File: src/rtl/div_sequencer_pkg.sv
// Shared constants and types for the iterative divider.
// The optional early-out path is enabled with the DIV_EARLY_OUT_EN macro.
package div_sequencer_pkg;
  localparam int DIV_ITER_64 = 64;
  localparam int DIV_ITER_32 = 32;

  typedef struct packed {
    logic w;      // W-form: 32-bit iteration count, result sign-extended
    logic rem;    // return remainder instead of quotient
    logic neg_q;  // quotient must be negated at the end
    logic neg_r;  // remainder must be negated at the end
  } div_ctrl_t;
endpackage

File: src/rtl/div_sequencer_if.sv
// Request/response bundle between the execute stage (master) and the divider (slave).
interface div_sequencer_if #(parameter int XLEN = 64);
  logic            req_valid_i;
  logic            req_ready_o;
  logic [XLEN-1:0] operand_a_i;
  logic [XLEN-1:0] operand_b_i;
  logic            is_32_i;
  logic            is_unsigned_i;
  logic            rem_i;
  logic            kill_i;
  logic            resp_valid_o;
  logic            resp_ready_i;
  logic [XLEN-1:0] resp_value_o;

  modport master (
    output req_valid_i, operand_a_i, operand_b_i, is_32_i, is_unsigned_i, rem_i,
           kill_i, resp_ready_i,
    input  req_ready_o, resp_valid_o, resp_value_o
  );

  modport slave (
    input  req_valid_i, operand_a_i, operand_b_i, is_32_i, is_unsigned_i, rem_i,
           kill_i, resp_ready_i,
    output req_ready_o, resp_valid_o, resp_value_o
  );
endinterface

File: src/rtl/div_sequencer_div_step.sv
// One combinational restoring-division step on the {remainder, quotient} pair.
module div_step #(
  parameter int XLEN = 64
) (
  input  logic [XLEN-1:0] rem_i,
  input  logic [XLEN-1:0] quo_i,
  input  logic [XLEN-1:0] dvs_i,
  output logic [XLEN-1:0] rem_o,
  output logic [XLEN-1:0] quo_o
);
  logic [XLEN:0] shl, diff;

  // One extra bit: a shifted remainder can exceed XLEN bits when the divisor is >= 2^(XLEN-1).
  always_comb begin
    shl   = {rem_i, quo_i[XLEN-1]};
    diff  = shl - {1'b0, dvs_i};
    quo_o = {quo_i[XLEN-2:0], ~diff[XLEN]};
    rem_o = diff[XLEN] ? shl[XLEN-1:0] : diff[XLEN-1:0];
  end
endmodule

File: src/rtl/div_sequencer.sv
// Iterative radix-2 restoring divider with request/response FSM (IDLE/BUSY/DONE).
// Optional DIV_EARLY_OUT_EN: finish in one cycle when |dividend| < |divisor|.
module div_sequencer
  import div_sequencer_pkg::*;
#(
  parameter int XLEN = 64
) (
  input  logic            clk_i,
  input  logic            rst_ni,
  div_sequencer_if.slave  bus
);
  typedef enum logic [1:0] {IDLE, BUSY, DONE} state_e;
  localparam int CW = $clog2(DIV_ITER_64);

  state_e          state_q, state_d;
  logic [CW-1:0]   cnt_q, cnt_d;
  logic [XLEN-1:0] rem_q, rem_d, quo_q, quo_d, dvs_q, dvs_d, res_q, res_d;
  div_ctrl_t       ctrl_q, ctrl_d;

  logic            w, sa, sb, div0, ovf, early, accept;
  logic [XLEN-1:0] a_ext, b_ext, mag_a, mag_b, min_eff;
  logic [XLEN-1:0] step_rem, step_quo, fq, fr;

  function automatic logic [XLEN-1:0] fin(input logic wf, input logic [XLEN-1:0] x);
    return wf ? XLEN'($signed(x[31:0])) : x;
  endfunction

  div_step #(.XLEN(XLEN)) u_step (
    .rem_i (rem_q),
    .quo_i (quo_q),
    .dvs_i (dvs_q),
    .rem_o (step_rem),
    .quo_o (step_quo)
  );

  // Operand conditioning into the effective width, then magnitudes.
  always_comb begin
    w       = bus.is_32_i & (XLEN == 64);
    a_ext   = bus.operand_a_i;
    b_ext   = bus.operand_b_i;
    if (w) begin
      a_ext = bus.is_unsigned_i ? XLEN'(bus.operand_a_i[31:0]) : XLEN'($signed(bus.operand_a_i[31:0]));
      b_ext = bus.is_unsigned_i ? XLEN'(bus.operand_b_i[31:0]) : XLEN'($signed(bus.operand_b_i[31:0]));
    end
    sa      = ~bus.is_unsigned_i & a_ext[XLEN-1];
    sb      = ~bus.is_unsigned_i & b_ext[XLEN-1];
    mag_a   = sa ? -a_ext : a_ext;
    mag_b   = sb ? -b_ext : b_ext;
    min_eff = w ? XLEN'($signed(32'h8000_0000)) : {1'b1, {(XLEN-1){1'b0}}};
    div0    = (b_ext == '0);
    ovf     = ~bus.is_unsigned_i & (a_ext == min_eff) & (b_ext == '1);
`ifdef DIV_EARLY_OUT_EN
    early   = (mag_a < mag_b) & ~div0;
`else
    early   = 1'b0;
`endif
    accept  = bus.req_valid_i & (state_q == IDLE) & ~bus.kill_i;
  end

  always_comb begin
    state_d = state_q;
    cnt_d   = cnt_q;
    rem_d   = rem_q;
    quo_d   = quo_q;
    dvs_d   = dvs_q;
    res_d   = res_q;
    ctrl_d  = ctrl_q;
    fq      = ctrl_q.neg_q ? -step_quo : step_quo;
    fr      = ctrl_q.neg_r ? -step_rem : step_rem;
    unique case (state_q)
      IDLE: if (accept) begin
        ctrl_d = '{w: w, rem: bus.rem_i, neg_q: sa ^ sb, neg_r: sa};
        dvs_d  = mag_b;
        rem_d  = '0;
        // W-form dividend is left-aligned so 32 steps consume exactly its bits.
        quo_d  = w ? (mag_a << (XLEN - 32)) : mag_a;
        cnt_d  = w ? CW'(DIV_ITER_32 - 1) : CW'(XLEN - 1);
        if (div0) begin
          res_d   = bus.rem_i ? fin(w, a_ext) : '1;
          state_d = DONE;
        end else if (ovf) begin
          res_d   = bus.rem_i ? '0 : fin(w, a_ext);
          state_d = DONE;
        end else if (early) begin
          res_d   = bus.rem_i ? fin(w, a_ext) : '0;
          state_d = DONE;
        end else begin
          state_d = BUSY;
        end
      end
      BUSY: begin
        rem_d = step_rem;
        quo_d = step_quo;
        cnt_d = cnt_q - CW'(1);
        if (cnt_q == '0) begin
          res_d   = fin(ctrl_q.w, ctrl_q.rem ? fr : fq);
          state_d = DONE;
        end
      end
      DONE: if (bus.resp_ready_i) state_d = IDLE;
      default: state_d = IDLE;
    endcase
    if (bus.kill_i) state_d = IDLE;
  end

  always_ff @(posedge clk_i or negedge rst_ni) begin
    if (!rst_ni) begin
      state_q <= IDLE;
      cnt_q   <= '0;
      rem_q   <= '0;
      quo_q   <= '0;
      dvs_q   <= '0;
      res_q   <= '0;
      ctrl_q  <= '0;
    end else begin
      state_q <= state_d;
      cnt_q   <= cnt_d;
      rem_q   <= rem_d;
      quo_q   <= quo_d;
      dvs_q   <= dvs_d;
      res_q   <= res_d;
      ctrl_q  <= ctrl_d;
    end
  end

  assign bus.req_ready_o  = (state_q == IDLE);
  assign bus.resp_valid_o = (state_q == DONE);
  assign bus.resp_value_o = res_q;
endmodule

File: src/flat_wrapper.sv
// flat-port wrapper written by rule: the top's interface ports become plain ports
module div_sequencer_flat import div_sequencer_pkg::*;
#(
  parameter int XLEN = 64
)
  (clk_i, rst_ni, bus_req_valid_i, bus_operand_a_i, bus_operand_b_i, bus_is_32_i, bus_is_unsigned_i, bus_rem_i, bus_kill_i, bus_resp_ready_i, bus_req_ready_o, bus_resp_valid_o, bus_resp_value_o);
  div_sequencer_if #(.XLEN(XLEN)) bus_i ();
  input  logic clk_i;
  input  logic rst_ni;
  input wire logic [$bits(bus_i.req_valid_i)-1:0] bus_req_valid_i;
  input wire logic [$bits(bus_i.operand_a_i)-1:0] bus_operand_a_i;
  input wire logic [$bits(bus_i.operand_b_i)-1:0] bus_operand_b_i;
  input wire logic [$bits(bus_i.is_32_i)-1:0] bus_is_32_i;
  input wire logic [$bits(bus_i.is_unsigned_i)-1:0] bus_is_unsigned_i;
  input wire logic [$bits(bus_i.rem_i)-1:0] bus_rem_i;
  input wire logic [$bits(bus_i.kill_i)-1:0] bus_kill_i;
  input wire logic [$bits(bus_i.resp_ready_i)-1:0] bus_resp_ready_i;
  output wire logic [$bits(bus_i.req_ready_o)-1:0] bus_req_ready_o;
  output wire logic [$bits(bus_i.resp_valid_o)-1:0] bus_resp_valid_o;
  output wire logic [$bits(bus_i.resp_value_o)-1:0] bus_resp_value_o;
  assign bus_i.req_valid_i = bus_req_valid_i;
  assign bus_i.operand_a_i = bus_operand_a_i;
  assign bus_i.operand_b_i = bus_operand_b_i;
  assign bus_i.is_32_i = bus_is_32_i;
  assign bus_i.is_unsigned_i = bus_is_unsigned_i;
  assign bus_i.rem_i = bus_rem_i;
  assign bus_i.kill_i = bus_kill_i;
  assign bus_i.resp_ready_i = bus_resp_ready_i;
  assign bus_req_ready_o = bus_i.req_ready_o;
  assign bus_resp_valid_o = bus_i.resp_valid_o;
  assign bus_resp_value_o = bus_i.resp_value_o;
  div_sequencer #(.XLEN(XLEN)) u_core (.clk_i(clk_i), .rst_ni(rst_ni), .bus(bus_i));
endmodule
File: config.mk
export PLATFORM = sky130hd
export DESIGN_NAME = div_sequencer_flat
export DESIGN_NICKNAME = d
export VERILOG_FILES = /design/src/rtl/div_sequencer_pkg.sv /design/src/rtl/div_sequencer_if.sv /design/src/rtl/div_sequencer_div_step.sv /design/src/rtl/div_sequencer.sv /design/src/flat_wrapper.sv
export SDC_FILE = /design/constraint.sdc
export NUM_CORES = 1
export LEC_CHECK = 0
export ABC_CLOCK_PERIOD_IN_PS = 7400
export BUFFER_PORTS_ARGS = -buffer_cell sky130_fd_sc_hd__buf_4
export CAP_MARGIN = 20
export CELL_PAD_IN_SITES_DETAIL_PLACEMENT = 0
export CELL_PAD_IN_SITES_GLOBAL_PLACEMENT = 1
export CORE_MARGIN = 10
export CORE_UTILIZATION = 46
export CTS_CLUSTER_SIZE = 40
export DETAILED_ROUTE_END_ITERATION = 10
export HOLD_SLACK_MARGIN = 0.06
export PLACE_DENSITY = 0.94
export SLEW_MARGIN = 20
export SYNTH_ARGS = -nofsm -noshare
export SYNTH_HDL_FRONTEND = slang
export SYNTH_SLANG_ARGS = --single-unit
File: constraint.sdc
create_clock -name clk_i -period 7.4 [get_ports clk_i]
set_input_delay 0.37 -clock clk_i [delete_from_list [all_inputs] [get_ports clk_i]]
set_output_delay 0.37 -clock clk_i [all_outputs]
set_load 0.005 [all_outputs]
* After elaboration in Yosys (flattened, before gate mapping)
Cells that the tools add are included.
** Storage, ports and cells
- Flip-flop bits (word level) :: 268
- Input port bits :: 136
- Logic and storage cells :: 79
** Cells by class
- Bitwise operators :: 10
- Equality and inequality tests :: 10
- Add/sub/neg operators :: 6
- Reduce and logical (&&, ||, !) cells :: 8
- Multiplexer cells :: 35
** Operators by type and width (count)
- two-way mux 64 bit :: 21
- case mux 64 bit (2 select lines) :: 3
- negation 64 bit :: 4
- subtractor 65 x 64 -> 65 bit :: 1
- == test 64 bit :: 1
- == test 64 bit (second input constant) :: 1
- logical NOT 64 bit :: 1
- two-way mux 63 bit :: 1
- two-way mux 2 bit :: 6
- two-way mux 6 bit :: 2
- case mux 6 bit (2 select lines) :: 1
- AND 1 bit :: 6
- logical NOT 6 bit :: 1
- != test 3 x 2 -> 1 bit (second input constant) :: 2
- case mux 2 bit (3 select lines) :: 1
- subtractor 6 x 1 -> 6 bit (second input constant) :: 1
- != test 2 x 1 -> 1 bit (second input constant) :: 2
- AND reduction 2 bit :: 2
- AND reduction 4 bit :: 1
- != test 3 x 1 -> 1 bit (second input constant) :: 1
- != test 3 bit (second input constant) :: 1
- inverter 1 bit :: 3
- AND reduction 3 bit :: 1
- == test 2 x 1 -> 1 bit (second input constant) :: 1
- 4 further kinds :: 4

* Depth between registers and ports, before layout
- Depth after elaboration :: 10
- Gate-level depth with buffers :: 31
- Mapped depth without buffers :: 27

* By module
From an unflattened synthesis, not the netlist that was laid out.
** Unflattened totals
- Cell total of the unflattened synthesis :: 3301
- Area total of the unflattened synthesis :: 25041.5 um^2
** By module, submodules not included
- div_sequencer :: area an instance 19376.1 um^2, seq. area each 6706.4 um^2, cells an instance 2470, times used 1
- div_step :: area an instance 5665.4 um^2, seq. area each 0.0 um^2, cells an instance 831, times used 1

* Worst setup path after synthesis
OpenSTA, ideal clock, no wires.
- Path type :: register -> register
- From :: register u_core.quo_q[63]
- To :: register u_core.res_q[60], in the netlist u_core.bus.resp_value_o[60]
- Arrival :: 6.388 ns
- Setup slack :: 0.946 ns
- Cell stages (with the launch flop) :: 31
- Clock period less this slack :: 6.454 ns
- Cells stage by stage :: dfrtp_1 > inv_1 > ha_1 > fa_1 > nand2b_1 > a21oi_2 > o21ai_1 > a211oi_1 > a211oi_2 > o21ai_1 > nor2_4 > inv_2 > buf_2 > buf_1 > clkbuf_1 > clkbuf_1 > nor2_1 > a21oi_1 > ha_1 > inv_1 > nor2_1 > nand4_1 > or3_1 > or3_1 > nor3_1 > nor3b_1 > o21ai_1 > o41ai_2 > xnor2_1 > a2111oi_0 > a221o_1
** On the way
- Cells in the longest elaborated chain, start to end :: 8
** RTL lines
- start, declared :: line div_sequencer.sv:17 : logic [XLEN-1:0] rem_q, rem_d, quo_q, quo_d, dvs_q, dvs_d, res_q, res_d;
- start signal, assigned :: line div_sequencer.sv:119 : quo_q <= quo_d;
- subtractor 65 x 64 -> 65 bit :: line div_sequencer_div_step.sv:16 : diff = shl - {1'b0, dvs_i};
- two-way mux 64 bit / inverter 1 bit (equally long branches) :: line div_sequencer_div_step.sv:18, div_sequencer_div_step.sv:17
- negation 64 bit (on tied branches) :: line div_sequencer.sv:69, div_sequencer.sv:68
- two-way mux 64 bit (on tied branches) :: line div_sequencer.sv:69, div_sequencer.sv:68
- two-way mux 64 bit (*) :: line div_sequencer.sv:96 : res_d = fin(ctrl_q.w, ctrl_q.rem ? fr : fq);
- two-way mux 64 bit (*) :: line div_sequencer.sv:25 : return wf ? XLEN'($signed(x[31:0])) : x;
- two-way mux 64 bit (*) :: line div_sequencer.sv:95 : if (cnt_q == '0) begin
- case mux 64 bit (2 select lines) (*) :: line div_sequencer.sv:70 : unique case (state_q)
- end signal, assigned :: line div_sequencer.sv:121 : res_q <= res_d;
- end, declared :: line div_sequencer.sv:17
Mark *: on every way between the ends. The rest lies on a longest branch, timed or not. The select of a mux whose other input is x is not followed.
A chain may end at the register's enable or synchronous reset.

* Worst setup path after layout
Same ends and word-level chain as after synthesis.

==> results.md <==
- Status: finished, final reports clean
- Worst Path Max Fanout: 25
- Via count: about 28000
- Clk sinks: approximately 270
- DRT iter0 DRCs: roughly 4300
- Initial Utilization: about 46%
- Global Route met3 Usage: 11.4%
- Detailed Route WL: roughly 110000 um
- Critical path arrival: 7.31 ns
- Synthesized flop and latch total: roughly 270
- Seq/Total Area, Yosys: 26.4%
- Worst setup EP type: flip-flop
- Multi-input logic area: 0.0173 mm2
- Worst reg2reg path depth: 26
- CTS Buf Count: 35
- Crit path required time: approximately 8 ns
- RSZ-0062 raised after global routing: no
- Tcrit/Tclk final: 91.8%
- Post-DP HPWL: 87300 um
- Leak Pwr: 11.7 nW
- Layout cell share with drive strength beyond 1: a little over a tenth
- Final worst path period need: between 6 and 7 ns
- Post-synth EDFFs: 0
- First-pass GRT wire length: around 160000 um
- Layout Skew: between 0.03 and 0.04 ns
- Met2 Usage GRT: 48.1%
- Largest net degree at the start of global routing: approximately 110
- Leading cell types in the layout, fill and taps excluded: o21ai_0, nand2_1, nor2_1
- Syn Nets: about 3700
- Setup TNS: 0 ns
- Gr ovfl total: 0
- Die X: around 250 um
- Commonest non-fill, non-tap cell in the layout: o21ai_0
- Pre-antenna DRT Iters: 8
- Routed len/inst: ~26 um
- Mapped Area: approximately 0.025 mm2
- Core Area: approximately 0.055 mm2
- Hold Path Cell Cnt: 3
- Area grow syn2layout: 12.1%
- Syn Inst Count: around 3500
- Power Density: between 500 and 600 mW/mm2
- Util after Layout: between 50% and 60%
- Worst-Margin Slew: between 1 and 1.5 ns
- CTS tree: built
- Hold crit path type: in2reg
- Die height: about 250 um
- Peak supply drop: ~0.00033 V
- Ys async rst share: 100%
- Final Slew Violations: 0
- DRC violation count after routing: 0
- Vias per Instance: approximately 6.6
- Clock slew seen by the registers of the worst setup and hold paths: about 0.060 ns
- Antenna-violating nets left: 0
- Worst Setup Start Kind: flip-flop
- Main synth FF type: dfrtp_1
- Number of port buffers: 201
- Critical path class: reg2reg
- # fillers: approximately 5500
- Avg Cell Area, Syn: between 7 and 8 um2
- Fmax: 147 MHz
- Synthesis Warnings: 0
- Fin. Hold Viols: 0
- I/O Pins: roughly 200
- Number of global-route vias before repair: between 20000 and 30000
- GRT Total Usage: between 30% and 40%
- Rows: 86
- H-tree depth: 2
- Final net count: 3716
- Routing usage on met1: approximately 45%
- Die area: approximately 0.065 mm2
- Clk_lat worst skew: between 0.5 and 0.6 ns
- GR peak layer: met2
- Setup violations, final: 0
- Register area: 0.00671 mm2
- MaxCap Viol Count: 0
- Post-synth cell types: between 100 and 150
- Gpl congestion: approximately 1.0
- Max-slew headroom: about 8.1%
- Initial antenna violation count: 5
- Clock buffer depth: 3
- Root buffer cell: clkbuf_16
==> layer usage <==
layer / vias up / share of wire [%]
li1: 12762 / -
met1: 13336 / 41
met2: 1709 / 42
met3: 259 / 13
met4: 6 / 4.7
met5: - / 0.033
==> state kept, by name, summed over array words and instances, names as in the netlist <==
register,cells
u_core.quo_q,64
u_core.dvs_q,64
u_core.cnt_q,6
u_core.rem_q,64
u_core.state_q,2
u_core.bus.resp_value_o,64
u_core.ctrl_q,4
==> stage by stage <==
stage          worst slack (ns)  cells  total power [mW]  hold WS, ns  area, um2
6_report                  0.609   4239              15.6       0.0975      28500
5_1_grt                  0.0491   4238              16.4        0.130      28500
4_1_cts                   0.724   4237              15.2       0.0786      28400
3_5_place_dp              0.772   4173              13.3        0.462      27200
3_3_place_gp              0.932   4173              13.3        0.455      27200
2_1_floorplan             0.946   3454              9.79       0.0744      25400
==> worst max-delay path: stages (launching register included) <==
cell	delay, ns
dfrtp_1	0.41
inv_1	0.06
ha_1	0.21
fa_1	0.42
nand2b_1	0.21
a21oi_2	0.33
o21ai_1	0.28
a211oi_1	0.50
a211oi_2	0.15
o21ai_1	0.28
nor2_4	0.08
inv_2	0.36
nor2_1	0.08
a21oi_1	0.20
ha_1	0.22
inv_1	0.09
nor2_1	0.16
nand4_1	0.16
or3_1	0.40
or3_1	0.37
nor3_1	0.21
nor3b_1	0.29
o21ai_1	0.14
o41ai_2	0.38
xnor2_1	0.10
a2111oi_0	0.46
a221o_1	0.17
==> where the power goes <==
group	internal, mW	switching [mW]
registers	2.07	0.848
clock network	1.09	0.734
logic	3.61	7.23
==> Yosys cell counts (51+ instances only) <==
cell type,number,area (um2)
nand3_1,54,270
inv_1,135,507
a21oi_1,251,1260
xnor2_1,135,1180
o31ai_1,80,601
clkbuf_1,168,631
xor2_1,119,1040
nand2_1,414,1550
nor4_1,53,332
nor3_1,97,485
nand4_1,58,363
a22oi_1,60,450
a211oi_1,75,563
o21ai_0,417,2090
dfrtp_1,268,6710
ha_1,71,888
nor2_1,312,1170
mux2i_1,51,510
==> worst paths after layout <==
check                                                  from                          end  slack, ns
worst max-delay path                       u_core.quo_q[63]  u_core.bus.resp_value_o[60]       0.61
worst min-delay path                              bus_rem_i             u_core.ctrl_q[2]        0.1
worst max register to register             u_core.quo_q[63]  u_core.bus.resp_value_o[60]       0.61
worst min register to register  u_core.bus.resp_value_o[33]  u_core.bus.resp_value_o[33]       0.48
max in group asynchronous                            rst_ni             u_core.dvs_q[30]       5.49
min in group asynchronous                            rst_ni  u_core.bus.resp_value_o[13]       0.46
==> cell type report <==
| class | count | area share, % |
|---|---|---|
| clock inverters | 13 | 0.572 |
| multi-input cells | 2821 | 60.8 |
| well taps | 704 | 3.09 |
| clock buffers | 50 | 3.67 |
| flip-flops and latches | 268 | 23.6 |
| repair buffers | 243 | 6.44 |
| inverters | 139 | 1.83 |
| diodes | 1 | 0.00879 |
==> kinds of logic after synthesis <==
kind of cell    after synthesis  share of synthesized area (%)
compound gates             1239                           31.1
xor+xnor                    254                           8.76
fa+ha+maj                    72                           3.58
buf+inv                     365                           5.69
flops                       268                           26.4
mux                          56                           2.23
simple gates               1200                           22.3
==> timing repair <==
action | in CTS | in global routing
endpoints found under the hold margin | 108 | 0
gates resized for setup | 0 | 1
endpoints found under the setup margin | 0 | 1
hold buffers | 1 | 0
buffers inserted | 0 | 0
Note: power is estimated with default switching activity, not from simulation.
